<file path="config.mk">
export PLATFORM = sky130hd
export DESIGN_NAME = axi_slave_responder_flat
export DESIGN_NICKNAME = d
export VERILOG_FILES = /design/src/rtl/axi_slave_responder_if.sv /design/src/rtl/axi_slave_responder.sv /design/src/flat_wrapper.sv
export SDC_FILE = /design/constraint.sdc
export NUM_CORES = 1
export LEC_CHECK = 0
export BUFFER_PORTS_ARGS = -buffer_cell sky130_fd_sc_hd__buf_2
export CAP_MARGIN = 10
export CORE_MARGIN = 1
export CORE_UTILIZATION = 50
export CTS_CLUSTER_SIZE = 14
export DETAILED_ROUTE_END_ITERATION = 10
export PLACE_DENSITY = 0.71
export SYNTH_ARGS = -nofsm -noshare
export SYNTH_HDL_FRONTEND = slang
export SYNTH_SLANG_ARGS = --single-unit
</file>
<file path="constraint.sdc">
create_clock -name clk_i -period 12.25 [get_ports clk_i]
set_clock_uncertainty 0.1 [all_clocks]
set_input_delay 1.225 -clock clk_i [delete_from_list [all_inputs] [get_ports clk_i]]
set_output_delay 1.225 -clock clk_i [all_outputs]
set_load 0.02 [all_outputs]
</file>
<file path="src/rtl/axi_slave_responder_if.sv">
// rtl/axi_slave_responder_if.sv - AXI bus bundle (AW/W/B/AR/R) for axi_slave_responder
interface axi_slave_responder_if #(
    parameter int ADDR_WIDTH = 16,
    parameter int ID_W_WIDTH = 5,
    parameter int ID_R_WIDTH = 5
);
    logic [ID_W_WIDTH-1:0] awid;
    logic [ADDR_WIDTH-1:0] awaddr;
    logic [7:0]            awlen;
    logic                  awvalid;
    logic                  awready;

    logic [31:0]           wdata;
    logic                  wlast;
    logic                  wvalid;
    logic                  wready;

    logic [ID_W_WIDTH-1:0] bid;
    logic [1:0]            bresp;
    logic                  bvalid;
    logic                  bready;

    logic [ID_R_WIDTH-1:0] arid;
    logic [ADDR_WIDTH-1:0] araddr;
    logic [7:0]            arlen;
    logic                  arvalid;
    logic                  arready;

    logic [ID_R_WIDTH-1:0] rid;
    logic [31:0]           rdata;
    logic [1:0]            rresp;
    logic                  rlast;
    logic                  rvalid;
    logic                  rready;

    modport master (
        output awid, awaddr, awlen, awvalid, input awready,
        output wdata, wlast, wvalid, input wready,
        input bid, bresp, bvalid, output bready,
        output arid, araddr, arlen, arvalid, input arready,
        input rid, rdata, rresp, rlast, rvalid, output rready
    );

    modport slave (
        input awid, awaddr, awlen, awvalid, output awready,
        input wdata, wlast, wvalid, output wready,
        output bid, bresp, bvalid, input bready,
        input arid, araddr, arlen, arvalid, output arready,
        output rid, rdata, rresp, rlast, rvalid, input rready
    );
endinterface

</file>
<file path="src/rtl/axi_slave_responder.sv">
// rtl/axi_slave_responder.sv - AXI subordinate model with programmable latency; optional WDATA_CHECK_EN
module axi_slave_responder #(
    parameter int ADDR_WIDTH   = 16,
    parameter int ID_W_WIDTH   = 5,
    parameter int ID_R_WIDTH   = 5,
    parameter int FIFO_DEPTH   = 8,
    parameter int RESPONDER_ID = 0
) (
    input  logic                  clk_i,
    input  logic                  rst_i,
    axi_slave_responder_if.slave  s_axi,
    input  logic [7:0]            delay_i,
    output logic [15:0]           wr_count_o,
    output logic [15:0]           rd_count_o,
    output logic [15:0]           err_count_o,
    output logic                  idle_o
);
    localparam int PTR_W = $clog2(FIFO_DEPTH);
    localparam int ENT_W = ID_R_WIDTH + ADDR_WIDTH + 8;
    localparam logic [7:0] TAG = 8'(RESPONDER_ID);
    localparam logic [PTR_W:0] DEPTH_CNT = (PTR_W+1)'(FIFO_DEPTH);

    typedef enum logic [1:0] {W_IDLE, W_DATA, W_DELAY, W_RESP} w_state_t;
    typedef enum logic [1:0] {R_IDLE, R_DELAY, R_BURST} r_state_t;

    // ---------------- write path ----------------
    w_state_t              w_state;
    logic [ID_W_WIDTH-1:0] w_id;
    logic [ADDR_WIDTH-1:0] w_addr;
    logic [7:0]            w_beat;
    logic [7:0]            w_cnt;
    logic                  w_err;
    logic                  awready_q;
    logic                  wready_q;
    logic                  bvalid_q;
    logic [31:0]           w_expect;
    logic                  beat_bad;

    assign w_expect = {w_addr[15:0] + {6'd0, w_beat, 2'b00}, TAG, w_beat};

    // Decide whether the current W beat deviates from the address-derived pattern
`ifdef WDATA_CHECK_EN
    always_comb begin
        beat_bad = (s_axi.wdata != w_expect);
    end
    logic unused_w;
    assign unused_w = ^{s_axi.awlen};
`else
    always_comb begin
        beat_bad = 1'b0;
    end
    logic unused_w;
    assign unused_w = ^{s_axi.awlen, s_axi.wdata, w_expect};
`endif

    assign s_axi.awready = awready_q;
    assign s_axi.wready  = wready_q;
    assign s_axi.bvalid  = bvalid_q;
    assign s_axi.bid     = w_id;
    assign s_axi.bresp   = w_err ? 2'b10 : 2'b00;

    // Write FSM: accept AW, collect W beats, wait out delay_i, hold B until bready
    always_ff @(posedge clk_i) begin
        if (rst_i) begin
            w_state     <= W_IDLE;
            awready_q   <= 1'b1;
            wready_q    <= 1'b0;
            bvalid_q    <= 1'b0;
            w_id        <= '0;
            w_addr      <= '0;
            w_beat      <= 8'd0;
            w_cnt       <= 8'd0;
            w_err       <= 1'b0;
            wr_count_o  <= 16'd0;
            err_count_o <= 16'd0;
        end else begin
            case (w_state)
                W_IDLE: begin
                    if (s_axi.awvalid) begin
                        w_id      <= s_axi.awid;
                        w_addr    <= s_axi.awaddr;
                        w_beat    <= 8'd0;
                        w_err     <= 1'b0;
                        awready_q <= 1'b0;
                        wready_q  <= 1'b1;
                        w_state   <= W_DATA;
                    end
                end
                W_DATA: begin
                    if (s_axi.wvalid && wready_q) begin
                        w_beat <= w_beat + 8'd1;
                        if (beat_bad) begin
                            w_err       <= 1'b1;
                            err_count_o <= err_count_o + 16'd1;
                        end
                        if (s_axi.wlast) begin
                            wready_q <= 1'b0;
                            if (delay_i == 8'd0) begin
                                bvalid_q <= 1'b1;
                                w_state  <= W_RESP;
                            end else begin
                                w_cnt   <= delay_i;
                                w_state <= W_DELAY;
                            end
                        end
                    end
                end
                W_DELAY: begin
                    w_cnt <= w_cnt - 8'd1;
                    if (w_cnt == 8'd1) begin
                        bvalid_q <= 1'b1;
                        w_state  <= W_RESP;
                    end
                end
                W_RESP: begin
                    if (s_axi.bready) begin
                        bvalid_q   <= 1'b0;
                        awready_q  <= 1'b1;
                        wr_count_o <= wr_count_o + 16'd1;
                        w_state    <= W_IDLE;
                    end
                end
                default: w_state <= W_IDLE;
            endcase
        end
    end

    // ---------------- read path ----------------
    logic [ENT_W-1:0]      fifo_mem [FIFO_DEPTH];
    logic [PTR_W:0]        wr_ptr;
    logic [PTR_W:0]        rd_ptr;
    logic [PTR_W:0]        fifo_cnt;
    logic                  fifo_empty;
    logic                  fifo_full;
    logic [ENT_W-1:0]      head;
    logic [ID_R_WIDTH-1:0] head_id;
    logic [ADDR_WIDTH-1:0] head_addr;
    logic [7:0]            head_len;
    logic                  push;
    logic                  pop_now;

    r_state_t              r_state;
    logic                  rvalid_q;
    logic [ID_R_WIDTH-1:0] r_id;
    logic [15:0]           r_addr;
    logic [7:0]            r_len;
    logic [7:0]            r_beat;
    logic [7:0]            r_cnt;
    logic                  r_last;

    assign fifo_cnt   = wr_ptr - rd_ptr;
    assign fifo_empty = (fifo_cnt == '0);
    assign fifo_full  = (fifo_cnt == DEPTH_CNT);
    assign head       = fifo_mem[rd_ptr[PTR_W-1:0]];
    assign head_len   = head[7:0];
    assign head_addr  = head[ADDR_WIDTH+7:8];
    assign head_id    = head[ENT_W-1:ADDR_WIDTH+8];
    assign r_last     = (r_beat == r_len);

    // A pop happens from idle, or on the final R handshake so bursts can chain without a gap
    assign pop_now = !fifo_empty &&
                     ((r_state == R_IDLE) ||
                      (r_state == R_BURST && rvalid_q && s_axi.rready && r_last));
    assign s_axi.arready = !fifo_full || pop_now;
    assign push          = s_axi.arvalid && s_axi.arready;

    assign s_axi.rvalid = rvalid_q;
    assign s_axi.rid    = r_id;
    assign s_axi.rdata  = {r_addr, TAG, r_beat};
    assign s_axi.rresp  = 2'b00;
    assign s_axi.rlast  = r_last;

    // AR request storage; entries need no reset since the pointers define validity
    always_ff @(posedge clk_i) begin
        if (push) begin
            fifo_mem[wr_ptr[PTR_W-1:0]] <= {s_axi.arid, s_axi.araddr, s_axi.arlen};
        end
    end

    // AR FIFO pointers; simultaneous push and pop leave occupancy unchanged
    always_ff @(posedge clk_i) begin
        if (rst_i) begin
            wr_ptr <= '0;
            rd_ptr <= '0;
        end else begin
            if (push)    wr_ptr <= wr_ptr + 1'b1;
            if (pop_now) rd_ptr <= rd_ptr + 1'b1;
        end
    end

    // Read FSM: pop a request, wait out delay_i, stream the INCR burst
    always_ff @(posedge clk_i) begin
        if (rst_i) begin
            r_state    <= R_IDLE;
            rvalid_q   <= 1'b0;
            r_id       <= '0;
            r_addr     <= 16'd0;
            r_len      <= 8'd0;
            r_beat     <= 8'd0;
            r_cnt      <= 8'd0;
            rd_count_o <= 16'd0;
        end else begin
            case (r_state)
                R_IDLE: begin
                end
                R_DELAY: begin
                    r_cnt <= r_cnt - 8'd1;
                    if (r_cnt == 8'd1) begin
                        rvalid_q <= 1'b1;
                        r_state  <= R_BURST;
                    end
                end
                R_BURST: begin
                    if (s_axi.rready) begin
                        if (r_last) begin
                            rvalid_q   <= 1'b0;
                            rd_count_o <= rd_count_o + 16'd1;
                            r_state    <= R_IDLE;
                        end else begin
                            r_beat <= r_beat + 8'd1;
                            r_addr <= r_addr + 16'd4;
                        end
                    end
                end
                default: r_state <= R_IDLE;
            endcase
            if (pop_now) begin
                r_id   <= head_id;
                r_addr <= head_addr[15:0];
                r_len  <= head_len;
                r_beat <= 8'd0;
                if (delay_i == 8'd0) begin
                    rvalid_q <= 1'b1;
                    r_state  <= R_BURST;
                end else begin
                    rvalid_q <= 1'b0;
                    r_cnt    <= delay_i;
                    r_state  <= R_DELAY;
                end
            end
        end
    end

    assign idle_o = (w_state == W_IDLE) && (r_state == R_IDLE) && fifo_empty;
endmodule

</file>
<file path="src/flat_wrapper.sv">
// flat-port wrapper written by rule: the top's interface ports become plain ports
module axi_slave_responder_flat 
#(
    parameter int ADDR_WIDTH   = 16,
    parameter int ID_W_WIDTH   = 5,
    parameter int ID_R_WIDTH   = 5,
    parameter int FIFO_DEPTH   = 8,
    parameter int RESPONDER_ID = 0
)
  (clk_i, rst_i, delay_i, wr_count_o, rd_count_o, err_count_o, idle_o, s_axi_awid, s_axi_awaddr, s_axi_awlen, s_axi_awvalid, s_axi_awready, s_axi_wdata, s_axi_wlast, s_axi_wvalid, s_axi_wready, s_axi_bid, s_axi_bresp, s_axi_bvalid, s_axi_bready, s_axi_arid, s_axi_araddr, s_axi_arlen, s_axi_arvalid, s_axi_arready, s_axi_rid, s_axi_rdata, s_axi_rresp, s_axi_rlast, s_axi_rvalid, s_axi_rready);
  axi_slave_responder_if #(.ADDR_WIDTH(ADDR_WIDTH), .ID_W_WIDTH(ID_W_WIDTH), .ID_R_WIDTH(ID_R_WIDTH)) s_axi_i ();
  input  logic clk_i;
  input  logic rst_i;
  input  logic [7:0] delay_i;
  output logic [15:0] wr_count_o;
  output logic [15:0] rd_count_o;
  output logic [15:0] err_count_o;
  output logic idle_o;
  input wire logic [$bits(s_axi_i.awid)-1:0] s_axi_awid;
  input wire logic [$bits(s_axi_i.awaddr)-1:0] s_axi_awaddr;
  input wire logic [$bits(s_axi_i.awlen)-1:0] s_axi_awlen;
  input wire logic [$bits(s_axi_i.awvalid)-1:0] s_axi_awvalid;
  output wire logic [$bits(s_axi_i.awready)-1:0] s_axi_awready;
  input wire logic [$bits(s_axi_i.wdata)-1:0] s_axi_wdata;
  input wire logic [$bits(s_axi_i.wlast)-1:0] s_axi_wlast;
  input wire logic [$bits(s_axi_i.wvalid)-1:0] s_axi_wvalid;
  output wire logic [$bits(s_axi_i.wready)-1:0] s_axi_wready;
  output wire logic [$bits(s_axi_i.bid)-1:0] s_axi_bid;
  output wire logic [$bits(s_axi_i.bresp)-1:0] s_axi_bresp;
  output wire logic [$bits(s_axi_i.bvalid)-1:0] s_axi_bvalid;
  input wire logic [$bits(s_axi_i.bready)-1:0] s_axi_bready;
  input wire logic [$bits(s_axi_i.arid)-1:0] s_axi_arid;
  input wire logic [$bits(s_axi_i.araddr)-1:0] s_axi_araddr;
  input wire logic [$bits(s_axi_i.arlen)-1:0] s_axi_arlen;
  input wire logic [$bits(s_axi_i.arvalid)-1:0] s_axi_arvalid;
  output wire logic [$bits(s_axi_i.arready)-1:0] s_axi_arready;
  output wire logic [$bits(s_axi_i.rid)-1:0] s_axi_rid;
  output wire logic [$bits(s_axi_i.rdata)-1:0] s_axi_rdata;
  output wire logic [$bits(s_axi_i.rresp)-1:0] s_axi_rresp;
  output wire logic [$bits(s_axi_i.rlast)-1:0] s_axi_rlast;
  output wire logic [$bits(s_axi_i.rvalid)-1:0] s_axi_rvalid;
  input wire logic [$bits(s_axi_i.rready)-1:0] s_axi_rready;
  assign s_axi_i.awid = s_axi_awid;
  assign s_axi_i.awaddr = s_axi_awaddr;
  assign s_axi_i.awlen = s_axi_awlen;
  assign s_axi_i.awvalid = s_axi_awvalid;
  assign s_axi_awready = s_axi_i.awready;
  assign s_axi_i.wdata = s_axi_wdata;
  assign s_axi_i.wlast = s_axi_wlast;
  assign s_axi_i.wvalid = s_axi_wvalid;
  assign s_axi_wready = s_axi_i.wready;
  assign s_axi_bid = s_axi_i.bid;
  assign s_axi_bresp = s_axi_i.bresp;
  assign s_axi_bvalid = s_axi_i.bvalid;
  assign s_axi_i.bready = s_axi_bready;
  assign s_axi_i.arid = s_axi_arid;
  assign s_axi_i.araddr = s_axi_araddr;
  assign s_axi_i.arlen = s_axi_arlen;
  assign s_axi_i.arvalid = s_axi_arvalid;
  assign s_axi_arready = s_axi_i.arready;
  assign s_axi_rid = s_axi_i.rid;
  assign s_axi_rdata = s_axi_i.rdata;
  assign s_axi_rresp = s_axi_i.rresp;
  assign s_axi_rlast = s_axi_i.rlast;
  assign s_axi_rvalid = s_axi_i.rvalid;
  assign s_axi_i.rready = s_axi_rready;
  axi_slave_responder #(.ADDR_WIDTH(ADDR_WIDTH), .ID_W_WIDTH(ID_W_WIDTH), .ID_R_WIDTH(ID_R_WIDTH), .FIFO_DEPTH(FIFO_DEPTH), .RESPONDER_ID(RESPONDER_ID)) u_core (.clk_i(clk_i), .rst_i(rst_i), .s_axi(s_axi_i), .delay_i(delay_i), .wr_count_o(wr_count_o), .rd_count_o(rd_count_o), .err_count_o(err_count_o), .idle_o(idle_o));
endmodule
</file>
==> run summary <==
Status: completed
Clock slew at reported path FFs: 50 ps
DR WL met3: 2.033 mm
DPL Wire Length: 20.19 mm
Gr ovfl total: 0
FFs w/ async S/R, synth: 0%
Synthesized area per cell: 14.09 um2
Drt first pass iters: 5
Final hold violation count: 0
Chip height: 173.7 um
R2R Setup Slk: 7460 ps
Worst R2R End: u_core.fifo_mem[3][24]$_DFFE_PP_
Final Critical Period: 4921 ps
Critical path origin: s_axi_rready
PostCTS Resize Cnt: 0
Clock tree buffer depth: 3
Setup TNS: 0 ps
RSZ-0062 raised after global routing: no
Slowest stage delay, CP: 860 ps
Residual DRC: 0
Cells after synthesis: 1046
FF/Latch Area: 0.009155 mm2
Worst Path Arrival: 4980 ps
Fill cell count: 2271
Final total power: 3442 uW
DRT antenna net count: 0
Required time of the critical path: 12310 ps
H-Tree Depth: 2
Initial antenna violation count: 1
Hold endpoint: u_core.s_axi.bid[1]$_SDFFE_PP0P_
Crit Path Max Fanout: 23
CTS tree: done
Post-CTS Repair Setup Buffers: 0
Wl on met1: 13.97 mm
Gate power share: 28.4%
Worst vdd ir: 140.4 uV
GRT Overall Usage: 21.52%
PwrDens: 204.6 mW/mm2
GP Congestion: 0.8459
Share of cells above drive strength 1: 26.36%
CTS root buf: clkbuf_16
P_int: 2316 uW
Final-stage net count: 1298
Top cell by count, worst path: buf_4
TritonCTS Buffers: 36
Worst Reg-to-Reg Cells: 9
Max-cap violations: 0
CTS sink cnt: 341
Hold-fix buffers, CTS: 0
Buffers added on ports: 122
Yosys cell types: 71
Max Used Layer: met4
Core Region: 0.02886 mm2
Static Leak: 0.005738 uW
Multi-input gate area: 0.005181 mm2
Vias in the first global route: 8894
Worst slew pin tran: 1012 ps
Post-Syn Area: 0.01474 mm2
CP max stage cell: nor4b_2
WL met2: 15.42 mm
Die Wd: 173.7 um
Max_slew headroom: 32.35%
Worst Hold Class: flip-flop to flip-flop
FP Rows: 62
Fmax: 203.2 MHz
Skew-Pair Late Insertion Delay: 520 ps
Final slew viol count: 0
NetSw: 1126 uW
Sequential fraction of design power: 41.5%
Hold_sp: u_core.s_axi.bid[1]$_SDFFE_PP0P_
Ys Warns: 0
Switching part of the total power: 32.72%
Largest cells by area after synthesis: edfxtp_1 47%, dfxtp_1 15%, mux4_2 8.9%, a21oi_1 2.6%, ha_1 1.7%
Critical R2R Launch: u_core.r_state[0]$_SDFFE_PP0P_
I/O pin total: 207
Top cells by count, synth: 232 x edfxtp_1, 109 x dfxtp_1, 77 x a21oi_1
WL/cell: 20.38 um
Crit share post-route: 40.17%
Worst setup EP type: flip-flop
Clock power frac: 30.0%
CP cell instances: buf_2 > nand2_1 > nor3_1 > a41o_1 > buf_4 > o21ai_0 > nor4b_2 > buf_4
First-pass GRT wire length: 50.37 mm
Routed WL: 32.30 mm
Synthesis-stage register bit count: 341
Initial Util: 51.08%
Most frequent cell after synthesis: edfxtp_1
Die area: 0.03017 mm2
Hold path cells: 2
EDFF count, synth: 232
Area grow syn2layout: 14.11%
Final setup fails: 0
Crit Path Class: input pin to flip-flop
Vias: 9177
Final core utilization: 58.29%
Top delay family on crit path: simple AND/OR/NAND/NOR gates
Biggest area consumer among synthesized cells: edfxtp_1
Top cell type's share of synthesized area: 47.26%
Drt initial violations: 772
Largest net degree at the start of global routing: 56
Critical path buffers and inverters: 3
CP Launch Type: input pin
Drt via density: 5.790
Seq/Total Area, Yosys: 62.07%
Main flop type after synthesis: edfxtp_1
==> through the flow <==
step / setup WS [ps] / std cells / hold slack, ps / area, um2
final: 7329 / 1585 / 352.2 / 16820
after global routing: 7045 / 1583 / 382.5 / 16810
after CTS: 7362 / 1583 / 355.5 / 16810
after detailed placement: 6835 / 1518 / 347.4 / 15700
after global placement: 6894 / 1518 / 340.0 / 15700
after floorplan: 6444 / 1073 / 345.0 / 14840
==> flip-flops by register name, indices dropped and copies added (netlist names), 2 cells and up, named ones only <==
name / cells
u_core.fifo_mem: 232
u_core.r_addr: 16
u_core.rd_count_o: 16
u_core.wr_count_o: 16
u_core.r_beat: 8
u_core.r_cnt: 8
u_core.r_len: 8
u_core.w_cnt: 8
u_core.s_axi.bid: 5
u_core.s_axi.rid: 5
u_core.rd_ptr: 4
u_core.wr_ptr: 4
u_core.r_state: 2
u_core.w_state: 2
==> metal layers <==
metal | global-route usage, % | up-vias
met5 | 0 | -
met2 | 35.44 | 298
li1 | - | 4279
met1 | 28.94 | 4537
met4 | 6.944 | 0
met3 | 4.035 | 63
==> worst register-to-register path: stages, from the launching register on <==
cell and delay, ps:
dfxtp_1 330, inv_1 80, ha_1 230, nand2_1 270
nor3_1 690, a41o_1 650, buf_4 390, o21ai_0 250
nor4b_2 860, buf_4 550
==> placed cells by master (no fill, tap or decap), types with 13 or more instances in the layout <==
cell type / n
a211oi_1: 16
a211oi_2: 13
a21oi_1: 77
buf_2: 121
buf_4: 23
clkbuf_16: 36
conb_1: 28
dfxtp_1: 106
edfxtp_1: 232
ha_1: 20
inv_1: 25
mux2_2: 18
mux2i_1: 19
mux4_2: 58
nand2_1: 43
nand3_1: 37
nand4_1: 14
nor2_1: 37
nor3_1: 18
o21ai_0: 26
o31ai_1: 17
or4_1: 13
xnor2_1: 27
xor2_1: 19
==> power by group through the flow <==
stage / registers [uW] / logic (uW) / clock network, uW
6_report: 1430 / 979 / 1030
5_1_grt: 1450 / 1060 / 1100
4_1_cts: 1430 / 980 / 1050
3_5_place_dp: 1450 / 974 / 0
3_3_place_gp: 1450 / 956 / 0
2_1_floorplan: 1450 / 739 / 0
==> worst max-delay path by stage <==
stage	end	slack, ps	cells after the start
CTS	u_core.fifo_mem[3][26]$_DFFE_PP_	7360	8
floorplan	u_core.fifo_mem[3][0]$_DFFE_PP_	6440	6
global placement	u_core.fifo_mem[3][26]$_DFFE_PP_	6890	8
detailed placement	u_core.fifo_mem[3][2]$_DFFE_PP_	6840	8
global route	u_core.fifo_mem[3][24]$_DFFE_PP_	7040	8
finish	u_core.fifo_mem[3][24]$_DFFE_PP_	7330	8
==> area by class of cell <==
cell class / count / share of cell area (%)
clock inverters: 17 / 0.8480
well taps: 384 / 2.857
inverters: 27 / 0.6025
clock buffers: 48 / 5.802
diodes: 2 / 0.02976
flip-flops and latches: 341 / 54.43
repair buffers: 144 / 4.627
multi-input cells: 622 / 30.80
==> kinds of logic after synthesis <==
kind of cell / count (synthesis) / synth area share, %
flip-flops: 341 / 62.07
AND/OR/NAND/NOR: 233 / 8.650
AO/OA/AOI/OAI: 198 / 9.176
buffers and inverters: 110 / 3.862
multiplexers: 95 / 11.53
XOR/XNOR: 48 / 2.996
adder cells (fa/ha/maj): 20 / 1.698
other: 1 / 0.02544
No activity file was read; power rests on OpenSTA's default activity.
